<file path="config.mk">
export PLATFORM = sky130hd
export DESIGN_NAME = mod_mult_interleaved
export DESIGN_NICKNAME = d
export VERILOG_FILES = /design/src/rtl/rsa_pkg.sv /design/src/rtl/modmul_step.sv /design/src/rtl/mod_mult_interleaved.sv
export SDC_FILE = /design/constraint.sdc
export NUM_CORES = 1
export LEC_CHECK = 0
export ABC_AREA = 1
export CORE_ASPECT_RATIO = 0.8
export CORE_MARGIN = 1
export CORE_UTILIZATION = 38
export DETAILED_ROUTE_END_ITERATION = 8
export PLACE_DENSITY = 0.57
export SYNTH_ARGS = -nofsm -noshare
export SYNTH_HDL_FRONTEND = slang
export SYNTH_SLANG_ARGS = --single-unit
</file>
<file path="constraint.sdc">
create_clock -name clk -period 6.3 [get_ports clk]
set_input_delay 1.575 -clock clk [delete_from_list [all_inputs] [get_ports clk]]
set_output_delay 1.575 -clock clk [all_outputs]
set_load 0.02 [all_outputs]
</file>
<file path="src/rtl/rsa_pkg.sv">
// Shared RSA datapath definitions: default operand width, counter width and
// the modular-multiplier state encoding.
package rsa_pkg;

  localparam int RSA_WIDTH      = 32;
  localparam int RSA_CNTR_WIDTH = 6;

  typedef enum logic [1:0] {
    MM_IDLE,
    MM_RUN,
    MM_DONE
  } mm_state_t;

endpackage

</file>
<file path="src/rtl/modmul_step.sv">
// One MSB-first interleaved modular-multiply step: P' = (2P + bit*B) mod N,
// assuming P < N and B < N on entry. Purely combinational.
module modmul_step #(
  parameter int WIDTH = 32
) (
  input  logic [WIDTH-1:0] p,
  input  logic [WIDTH-1:0] b,
  input  logic [WIDTH-1:0] n,
  input  logic             a_bit,
  output logic [WIDTH-1:0] p_next
);

  // Two guard bits: 2P + B can reach just under 3N.
  logic [WIDTH+1:0] n_x;
  logic [WIDTH+1:0] t0;
  logic [WIDTH+1:0] t1;
  logic [WIDTH+1:0] t2;

  assign n_x    = {2'b00, n};
  assign t0     = {1'b0, p, 1'b0} + (a_bit ? {2'b00, b} : '0);
  assign t1     = (t0 >= n_x) ? (t0 - n_x) : t0;
  assign t2     = (t1 >= n_x) ? (t1 - n_x) : t1;
  assign p_next = t2[WIDTH-1:0];

endmodule

</file>
<file path="src/rtl/mod_mult_interleaved.sv">
// Bit-serial interleaved modular multiplier, result = (a*b) mod n, one bit of a
// per clock, MSB first. Define MODMUL_RANGE_CHECK_EN to add the err output.
module mod_mult_interleaved
  import rsa_pkg::*;
#(
  parameter int WIDTH      = RSA_WIDTH,
  parameter int CNTR_WIDTH = RSA_CNTR_WIDTH
) (
  input  logic             clk,
  input  logic             rst,
  input  logic             start,
  input  logic [WIDTH-1:0] a,
  input  logic [WIDTH-1:0] b,
  input  logic [WIDTH-1:0] n,
  output logic             busy,
  output logic             done,
  output logic [WIDTH-1:0] result
`ifdef MODMUL_RANGE_CHECK_EN
  ,
  output logic             err
`endif
);

  localparam logic [CNTR_WIDTH-1:0] CNT_LAST = CNTR_WIDTH'(WIDTH - 1);

  mm_state_t             state;
  mm_state_t             state_next;
  logic [WIDTH-1:0]      a_r;
  logic [WIDTH-1:0]      b_r;
  logic [WIDTH-1:0]      n_r;
  logic [WIDTH-1:0]      p;
  logic [WIDTH-1:0]      p_next;
  logic [WIDTH-1:0]      p_final;
  logic [CNTR_WIDTH-1:0] cnt;
  logic                  accept;
  logic                  last;

  assign accept = (state == MM_IDLE) && start;
  assign last   = (state == MM_RUN) && (cnt == CNT_LAST);
  assign busy   = (state != MM_IDLE);
  assign done   = (state == MM_DONE);

  // a_r shifts left each step so its MSB is always the current multiplier bit.
  modmul_step #(
    .WIDTH (WIDTH)
  ) u_step (
    .p      (p),
    .b      (b_r),
    .n      (n_r),
    .a_bit  (a_r[WIDTH-1]),
    .p_next (p_next)
  );

`ifdef MODMUL_RANGE_CHECK_EN
  assign p_final = err ? '0 : p_next;
`else
  assign p_final = p_next;
`endif

  // NOTE: sequential state uses non-blocking (<=) so every register samples
  // pre-edge values; blocking here would create order-dependent simulation.
  always_ff @(posedge clk or negedge rst) begin
    if (!rst) state <= MM_IDLE;
    else      state <= state_next;
  end

  // NOTE: next-state defaults to the current state before the case so no
  // path leaves state_next unassigned, which would infer a latch.
  always_comb begin
    state_next = state;
    case (state)
      MM_IDLE: if (start) state_next = MM_RUN;
      MM_RUN:  if (cnt == CNT_LAST) state_next = MM_DONE;
      MM_DONE: state_next = MM_IDLE;
      default: state_next = MM_IDLE;
    endcase
  end

  always_ff @(posedge clk or negedge rst) begin
    if (!rst) begin
      a_r    <= '0;
      b_r    <= '0;
      n_r    <= '0;
      p      <= '0;
      cnt    <= '0;
      result <= '0;
    end else if (accept) begin
      a_r <= a;
      b_r <= b;
      n_r <= n;
      p   <= '0;
      cnt <= '0;
    end else if (state == MM_RUN) begin
      a_r <= {a_r[WIDTH-2:0], 1'b0};
      p   <= p_next;
      if (last) result <= p_final;
      else      cnt    <= cnt + 1'b1;
    end
  end

`ifdef MODMUL_RANGE_CHECK_EN
  // Flag is a snapshot of the operands as accepted; held until the next accept.
  always_ff @(posedge clk or negedge rst) begin
    if (!rst)        err <= 1'b0;
    else if (accept) err <= (n == '0) || (a >= n) || (b >= n);
  end
`endif

endmodule

</file>
[After elaboration in Yosys (flattened, before gate mapping)]
Index checks and enable logic that the tools add are counted.
Word-level totals
  bits of input ports: 99
  word-level logic and storage cells: 41
  output and inout bits: 34
  flip-flop bits (word level): 168
Cells by class
  reduce and logical (&&, ||, !) cells: 8
  equal/unequal tests: 6
  multiplexer cells: 13
  bitwise gates (word level): 1
  add/sub/neg operators: 4
  order comparisons: 2
Operators with widths (count)
  32-bit 2-to-1 mux: 6
  34-bit by 32-bit >= comparator with 1-bit output: 2
  33-bit by 34-bit adder with 34-bit output: 1
  34-bit 2-to-1 mux: 1
  34-bit by 32-bit subtractor with 34-bit output: 1
  32-bit subtractor: 1
  6-bit 2-to-1 mux: 3
  6-bit by 1-bit adder with 6-bit output (second input constant): 1
  6-bit by 5-bit == test with 1-bit output (second input constant): 1
  2-bit != test (second input constant): 3
  2-bit 2-to-1 mux: 2
  2-bit case mux with 2 select lines: 1
  2-bit AND reduction: 2
  2-bit nonzero test: 2
  3-bit AND reduction: 1
  2-bit by 1-bit == test with 1-bit output (second input constant): 1
  2-bit == test (second input constant): 1
  1-bit logical AND: 2
  2-bit zero test: 1
  1-bit inverter: 1

[Depth between registers and ports, before layout]
Gate-level depths: netlist of the first run.
  depth after elaboration: 8
  mapped depth: 50
  mapped depth without buffers: 47

[Modules after synthesis]
A second synthesis of the first run with hierarchy kept.
Second synthesis, totals
  cells, all modules: 2074
  area, all modules: 13904.6 um^2
By module, submodules not included
  modmul_step: instances 1, seq. area each 0.0 um^2, cells each 1369, area each 7189.4 um^2
  mod_mult_interleaved: instances 1, seq. area each 4204.0 um^2, cells each 705, area each 6715.2 um^2

[Least setup slack after synthesis of the first run]
Ideal clock, no wire load.
  kind: register -> register
  start point: register a_r[31]
  end point: register p[17]
  arrival time: 5.720 ns
  cell stages (with the launch flop): 44
  period minus slack after synthesis: 5.837 ns
  library setup time: 0.117 ns
  data required time: 6.183 ns
  path slack: 0.463 ns
  path buffers: 5
  path through: dfrtp_1 -> clkbuf_1 -> clkbuf_1 -> nand2_1 -> inv_1 -> ha_1 -> inv_1 -> fa_1 -> inv_1 -> nand3_1 -> nand2_2 -> nand2_1 -> nand2_2 -> nand2_1 -> nand2_2 -> nand2_1 -> nand2_1 -> xor2_1 -> [8 not listed] -> nand3_1 -> buf_4 -> buf_6 -> nand2_1 -> nand2_1 -> ha_1 -> fa_1 -> o21ai_1 -> a21oi_1 -> o21ai_1 -> nand3_1 -> a21oi_1 -> nor2_4 -> buf_4 -> nand3_1 -> nand2_1 -> nand2_1 -> nand2_1
On the way
  cells in the longest elaborated chain, start to end: 8
  elaborated cells on any way between the ends: 10
  those cells by class: add/sub: 3; order compare: 2; mux: 5
Ends and longest elaborated chain
  start, declared: RTL line mod_mult_interleaved.sv:28  | logic [WIDTH-1:0] a_r;
  start signal, assigned: RTL line mod_mult_interleaved.sv:94  | a_r <= {a_r[WIDTH-2:0], 1'b0};
  32-bit 2-to-1 mux (*): RTL line modmul_step.sv:20  | assign t0 = {1'b0, p, 1'b0} + (a_bit ? {2'b00, b} : '0);
  33-bit by 34-bit adder with 34-bit output (*): RTL line modmul_step.sv:20
  34-bit by 32-bit subtractor with 34-bit output / 34-bit by 32-bit >= comparator with 1-bit output (equally long branches): RTL line modmul_step.sv:21  | assign t1 = (t0 >= n_x) ? (t0 - n_x) : t0;
  34-bit 2-to-1 mux (*): RTL line modmul_step.sv:21
  32-bit subtractor / 34-bit by 32-bit >= comparator with 1-bit output (equally long branches): RTL line modmul_step.sv:22  | assign t2 = (t1 >= n_x) ? (t1 - n_x) : t1;
  32-bit 2-to-1 mux (*): RTL line modmul_step.sv:22
  32-bit 2-to-1 mux (*): RTL line mod_mult_interleaved.sv:93  | end else if (state == MM_RUN) begin
  32-bit 2-to-1 mux (*): RTL line mod_mult_interleaved.sv:87  | end else if (accept) begin
  end signal, assigned: RTL line mod_mult_interleaved.sv:95  | p <= p_next;
  end, declared: RTL line mod_mult_interleaved.sv:31  | logic [WIDTH-1:0] p;
Every way passes the cells marked *; elsewhere a longest branch is shown, timed or not. The select of a mux whose other input is x is not followed.
A chain may end at the register's enable or synchronous reset.

[Final worst setup path of the first run]
  start point: register a_r[31]
  end point: register p[13]
The elaborated chain is that of the path after synthesis.

==> results of run 1 <==
==> per-layer routing <==
layer | GRT usage (%) | part of all wire, % | up-vias
met4 | 5.69 | 1.4 | 0
met5 | 0 | 0 | -
met2 | 43.0 | 44 | 412
met1 | 39.2 | 49 | 6904
li1 | - | - | 7376
met3 | 4.33 | 5.0 | 35
==> worst paths after layout <==
path | cells past startpoint | start | end | slack [ns]
min in group asynchronous | 1 | rst | n_r[17]$_DFFE_PN0P_ | 1.08
worst max-delay path | 41 | a_r[31]$_DFFE_PN0P_ | p[13]$_DFFE_PN0P_ | 0.22
max in group asynchronous | 2 | rst | a_r[31]$_DFFE_PN0P_ | 4.17
worst min register to register | 2 | result[20]$_DFFE_PN0P_ | result[20]$_DFFE_PN0P_ | 0.48
worst min-delay path | 2 | result[20]$_DFFE_PN0P_ | result[20]$_DFFE_PN0P_ | 0.48
worst max register to register | 41 | a_r[31]$_DFFE_PN0P_ | p[13]$_DFFE_PN0P_ | 0.22
==> layout by cell type (no fill, tap or decap), types with 64 or more instances in the layout <==
| cell type | synthesis | final |
|---|---|---|
| nand3_1 | 100 | 92 |
| nand2_2 | 11 | 74 |
| nor2_1 | 127 | 95 |
| nand2_1 | 808 | 733 |
| inv_1 | 259 | 243 |
| clkdlybuf4s50_1 | 0 | 131 |
| a21oi_1 | 101 | 64 |
| buf_4 | 6 | 312 |
| dfrtp_1 | 168 | 167 |
| o21ai_0 | 79 | 64 |
==> worst max-delay path: cells and delay by family, from the launching register on <==
| kind | cells | cell delay [ns] |
|---|---|---|
| XOR/XNOR | 1 | 0.17 |
| AO/OA/AOI/OAI | 8 | 1.18 |
| flip-flops | 1 | 0.48 |
| adder cells (fa/ha/maj) | 3 | 0.83 |
| buffers and inverters | 9 | 1.33 |
| AND/OR/NAND/NOR | 20 | 1.97 |
==> stage by stage <==
stage                     cell area, sq um  setup slack (ns)  instances  hold WS [ns]  setup TNS [ns]
after floorplan                      13500             0.463       2044         0.449               0
after global placement               17400           -0.0461       2882         0.464          -0.253
after detailed placement             17400            -0.160       2882         0.468           -3.16
after CTS                            18000           0.00564       2913         0.486               0
after global routing                 19900            -0.113       2957         0.502           -4.75
final                                19900             0.225       2957         0.479               0
==> repair_timing <==
item / CTS / global route
hold buffers: 0 / 0
endpoints found under the setup margin: 64 / 64
pin swaps: 0 / 56
resized for setup: 9 / 310
setup buffers: 0 / 37
cloned: 0 / 7
==> cell type report <==
cell class	count	share of cell area, %
sequential	168	21.1
timing repair buffer	465	20.4
clock buffer	20	2.25
multi-input combinational	1557	47.7
clock inverter	11	0.553
tap	472	2.97
inverter	264	4.99
==> cell families (layout without fill, tap and decap cells) <==
group / count (synthesis) / after routing / share of synthesized area (%)
AOI/OAI and AO/OA: 279 / 279 / 12.4
adders and majority gates: 99 / 99 / 9.31
xor gates and xnor gates: 79 / 79 / 5.11
buffers and inverters: 319 / 760 / 9.45
DFF: 168 / 168 / 31.0
and+or+nand+nor: 1100 / 1100 / 32.7
==> state kept, by name (all words and copies together) (netlist names) <==
name and cells:
p 32, cnt 6, a_r 32, result 32, n_r 32, state 2, b_r 32
==> metrics.cfg, run 1 <==
[timing]
hold_viol_final=0
fmax_mhz=165
max_slew_margin_pct=24.0
skew_ns=0.0178
post-route-period-util_pct=96.4
tightest_slew_ns=1.14
period_minus_slack_ns=6.08
rsz0062_at_grt=yes
setup_viol=0
maxSlewViolCount=0

[critical_path]
critPathArrivalTime_ns=6.43
required_ns=6.66
max_stage_delay_ns=0.48
cp_max_fo=10
worst_path_most_repeated_cell=nand2_1
crit_slowest_cell=dfrtp_2
cp-end-kind=register
cp-start-kind=register
path_class=register to register

[route]
drt-initial-drc-count=1145
vias_per_cell=4.98
vias=14700
routed_wl_mm=50.9
wl_per_cell_um=17.2
remaining_drc_errors=0
ant_nets=0
dr.pass1.iters=5

[placed_design]
hpwl_mm=39.6
place.gp.congestion=1.01
io_buffers=132

[floorplan]
start_util_pct=38.8
die_width_um=213
die-area_sq_um=36400
fp-row-count=61
io_pins=133
fp.coreArea_sq_um=35000
die_h_um=171

[global_routing]
grt_pass1_vias=13500
grt_overflow=0
grt_use_total_pct=27.3
grt_start_max_net_pins=96
antenna_found_initial=0
grt_pass1_wl_mm=74.4

[synthesis]
synth.avg_cell_area_sq_um=6.63
yosys.area.top_type=dfrtp_1
yosys-top-cells-count=nand2_1 (808), inv_1 (259), dfrtp_1 (168)
ys_types=47
ys_ff_latch=168
syn-num-nets=2242
synth_area_sq_um=13500
yosysTopAreaCellShare_pct=31.0
yosys_warnings=0
synth.top_cells.by_area=dfrtp_1 (31%), nand2_1 (22%), ha_1 (8.9%)
synth-seq-area-share_pct=31.0
synth-edff-count=0
synth-main-ff-cell=dfrtp_1
syn-instance-count=2044
yosysMostFrequentCell=nand2_1
async_reset_ff_share_pct=100

[run_status]
outcome=complete, no violations

[cts]
clk_pin_slew_ns=0.07
h-tree-depth=4
insertion_delay_ns=0.48
clock_path_buffers=2
cts_buffers=17
cts_tree=yes
ctsRootBufferMaster=clkbuf_16
clock-sinks=168

[layout]
antenna_cells=0
nets=2671
final_util_pct=56.9
ff_latch_area_sq_um=4210
fill_cells=3460
layout-drive-gt1-share_pct=26.3
multiInputGateArea_sq_um=9490
area_delta_synth_final_pct=46.8

[min_path]
hp-class=register to register

[job]
drv_cap=0

Power of run 1 is not shown: default switching activity piles up to over one toggle a cycle in this logic, so the estimate is an artifact.
==> run 2: changes to the inputs <==
--- a/config.mk
+++ b/config.mk
@@ -7,7 +7,7 @@
 export LEC_CHECK = 0
 export ABC_AREA = 1
 export CORE_ASPECT_RATIO = 0.8
-export CORE_MARGIN = 1
+export CORE_MARGIN = 2
 export CORE_UTILIZATION = 38
 export DETAILED_ROUTE_END_ITERATION = 8
 export PLACE_DENSITY = 0.57
==> metrics.cfg, run 2 (synthesized netlist as in run 1, its figures left out) <==
[timing]
skew_ns=0.0168
post-route-period-util_pct=97.7
tns_ns=0
period_minus_slack_ns=6.15
hold_viol_final=0
fin_ws_ns=0.148
setup_viol=0
tightest_slew_ns=1.17
max_slew_margin_pct=22.1
maxSlewViolCount=0
fmax_mhz=163

[placed_design]
dp_slack_ns=-0.0664
post_dp_cell_area_sq_um=17300
io_buffers=132
hpwl_mm=40.2
place.gp.congestion=1.02

[global_routing]
grt_pass1_wl_mm=76.7
grt_pass1_vias=13700
grt_use_total_pct=26.7
grt_overflow=0
antenna_found_initial=0
grt_start_max_net_pins=98

[route]
vias=14800
drt-initial-drc-count=1240
dr.pass1.iters=5
wl_per_cell_um=17.7
remaining_drc_errors=0
vias_per_cell=5.03
routed_wl_mm=52.0
ant_nets=0

[cts]
h-tree-depth=4
cts_buffers=17
cts_tree=yes
ctsRootBufferMaster=clkbuf_16
insertion_delay_ns=0.47
clk_pin_slew_ns=0.07
clock_path_buffers=2
clock-sinks=168

[floorplan]
die_h_um=173
fp.coreArea_sq_um=35000
io_pins=133
die-area_sq_um=37200
die_width_um=215
fp-row-count=61
start_util_pct=38.8

[critical_path]
cp-end-kind=register
cp-start-kind=register
crit_slowest_cell=dfrtp_2
critPathArrivalTime_ns=6.50
worst_path_most_repeated_cell=nand2_1
crit_family=simple AND/OR/NAND/NOR gates
required_ns=6.65
crit_buf_inv=8
cp_max_fo=8
max_stage_delay_ns=0.50
path_class=register to register

[layout]
nets=2648
area_delta_synth_final_pct=43.3
layout-drive-gt1-share_pct=23.2
fin_area_sq_um=19400
final_util_pct=55.5
antenna_cells=0
final_common_cell=nand2_1
layout_common_cells=nand2_1 (759), buf_4 (291), inv_1 (250)

[min_path]
hp-class=register to register

[run_status]
outcome=complete, no violations

[job]
drv_cap=0

-- run 2: through the flow --
step / hold WS, ns / instances
2_1_floorplan: 0.449 / 2044
3_3_place_gp: 0.463 / 2869
3_5_place_dp: 0.464 / 2869
4_1_cts: 0.483 / 2901
5_1_grt: 0.499 / 2935
6_report: 0.477 / 2935
-- run 2: final timing paths --
path	startpoint	to	slack, ns	cells past startpoint
max reg2reg	a_r[31]$_DFFE_PN0P_	p[20]$_DFFE_PN0P_	0.15	37
min in group asynchronous	rst	n_r[19]$_DFFE_PN0P_	1.08	1
min reg2reg	result[17]$_DFFE_PN0P_	result[17]$_DFFE_PN0P_	0.48	2
min	result[17]$_DFFE_PN0P_	result[17]$_DFFE_PN0P_	0.48	2
max	a_r[31]$_DFFE_PN0P_	p[20]$_DFFE_PN0P_	0.15	37
max in group asynchronous	rst	a_r[31]$_DFFE_PN0P_	4.19	2
-- run 2: timing repair --
action                     CTS  global route
setup endpoints to repair   49            64
buffers inserted             0            24
hold buffers                 0             0
resized for setup            9           224
pin swaps                    0            46
gates cloned                 0            10
-- run 2: layer usage --
layer	track usage (%)	part of all wire (%)	vias to the layer above
met5	0	0	-
met2	41.7	44	476
met4	6.58	1.8	0
met3	4.43	6.1	49
met1	38.5	48	6901
li1	-	-	7335
-- run 2: cell type report --
type	instances	area [sq um]
multi-input cells	1557	9130
fillers	3458	15500
repair buffers	442	3880
well taps	472	591
flip-flops and latches	168	4210
inverters	264	993
clock inverters	14	183
clock buffers	18	429
-- run 2: worst min-delay path, delay by kind of cell, from the launching register on --
family           cells  cell delay (ns)
DFF                  1             0.34
and+or+nand+nor      2             0.10
Power of run 2 is left out for the same reason.
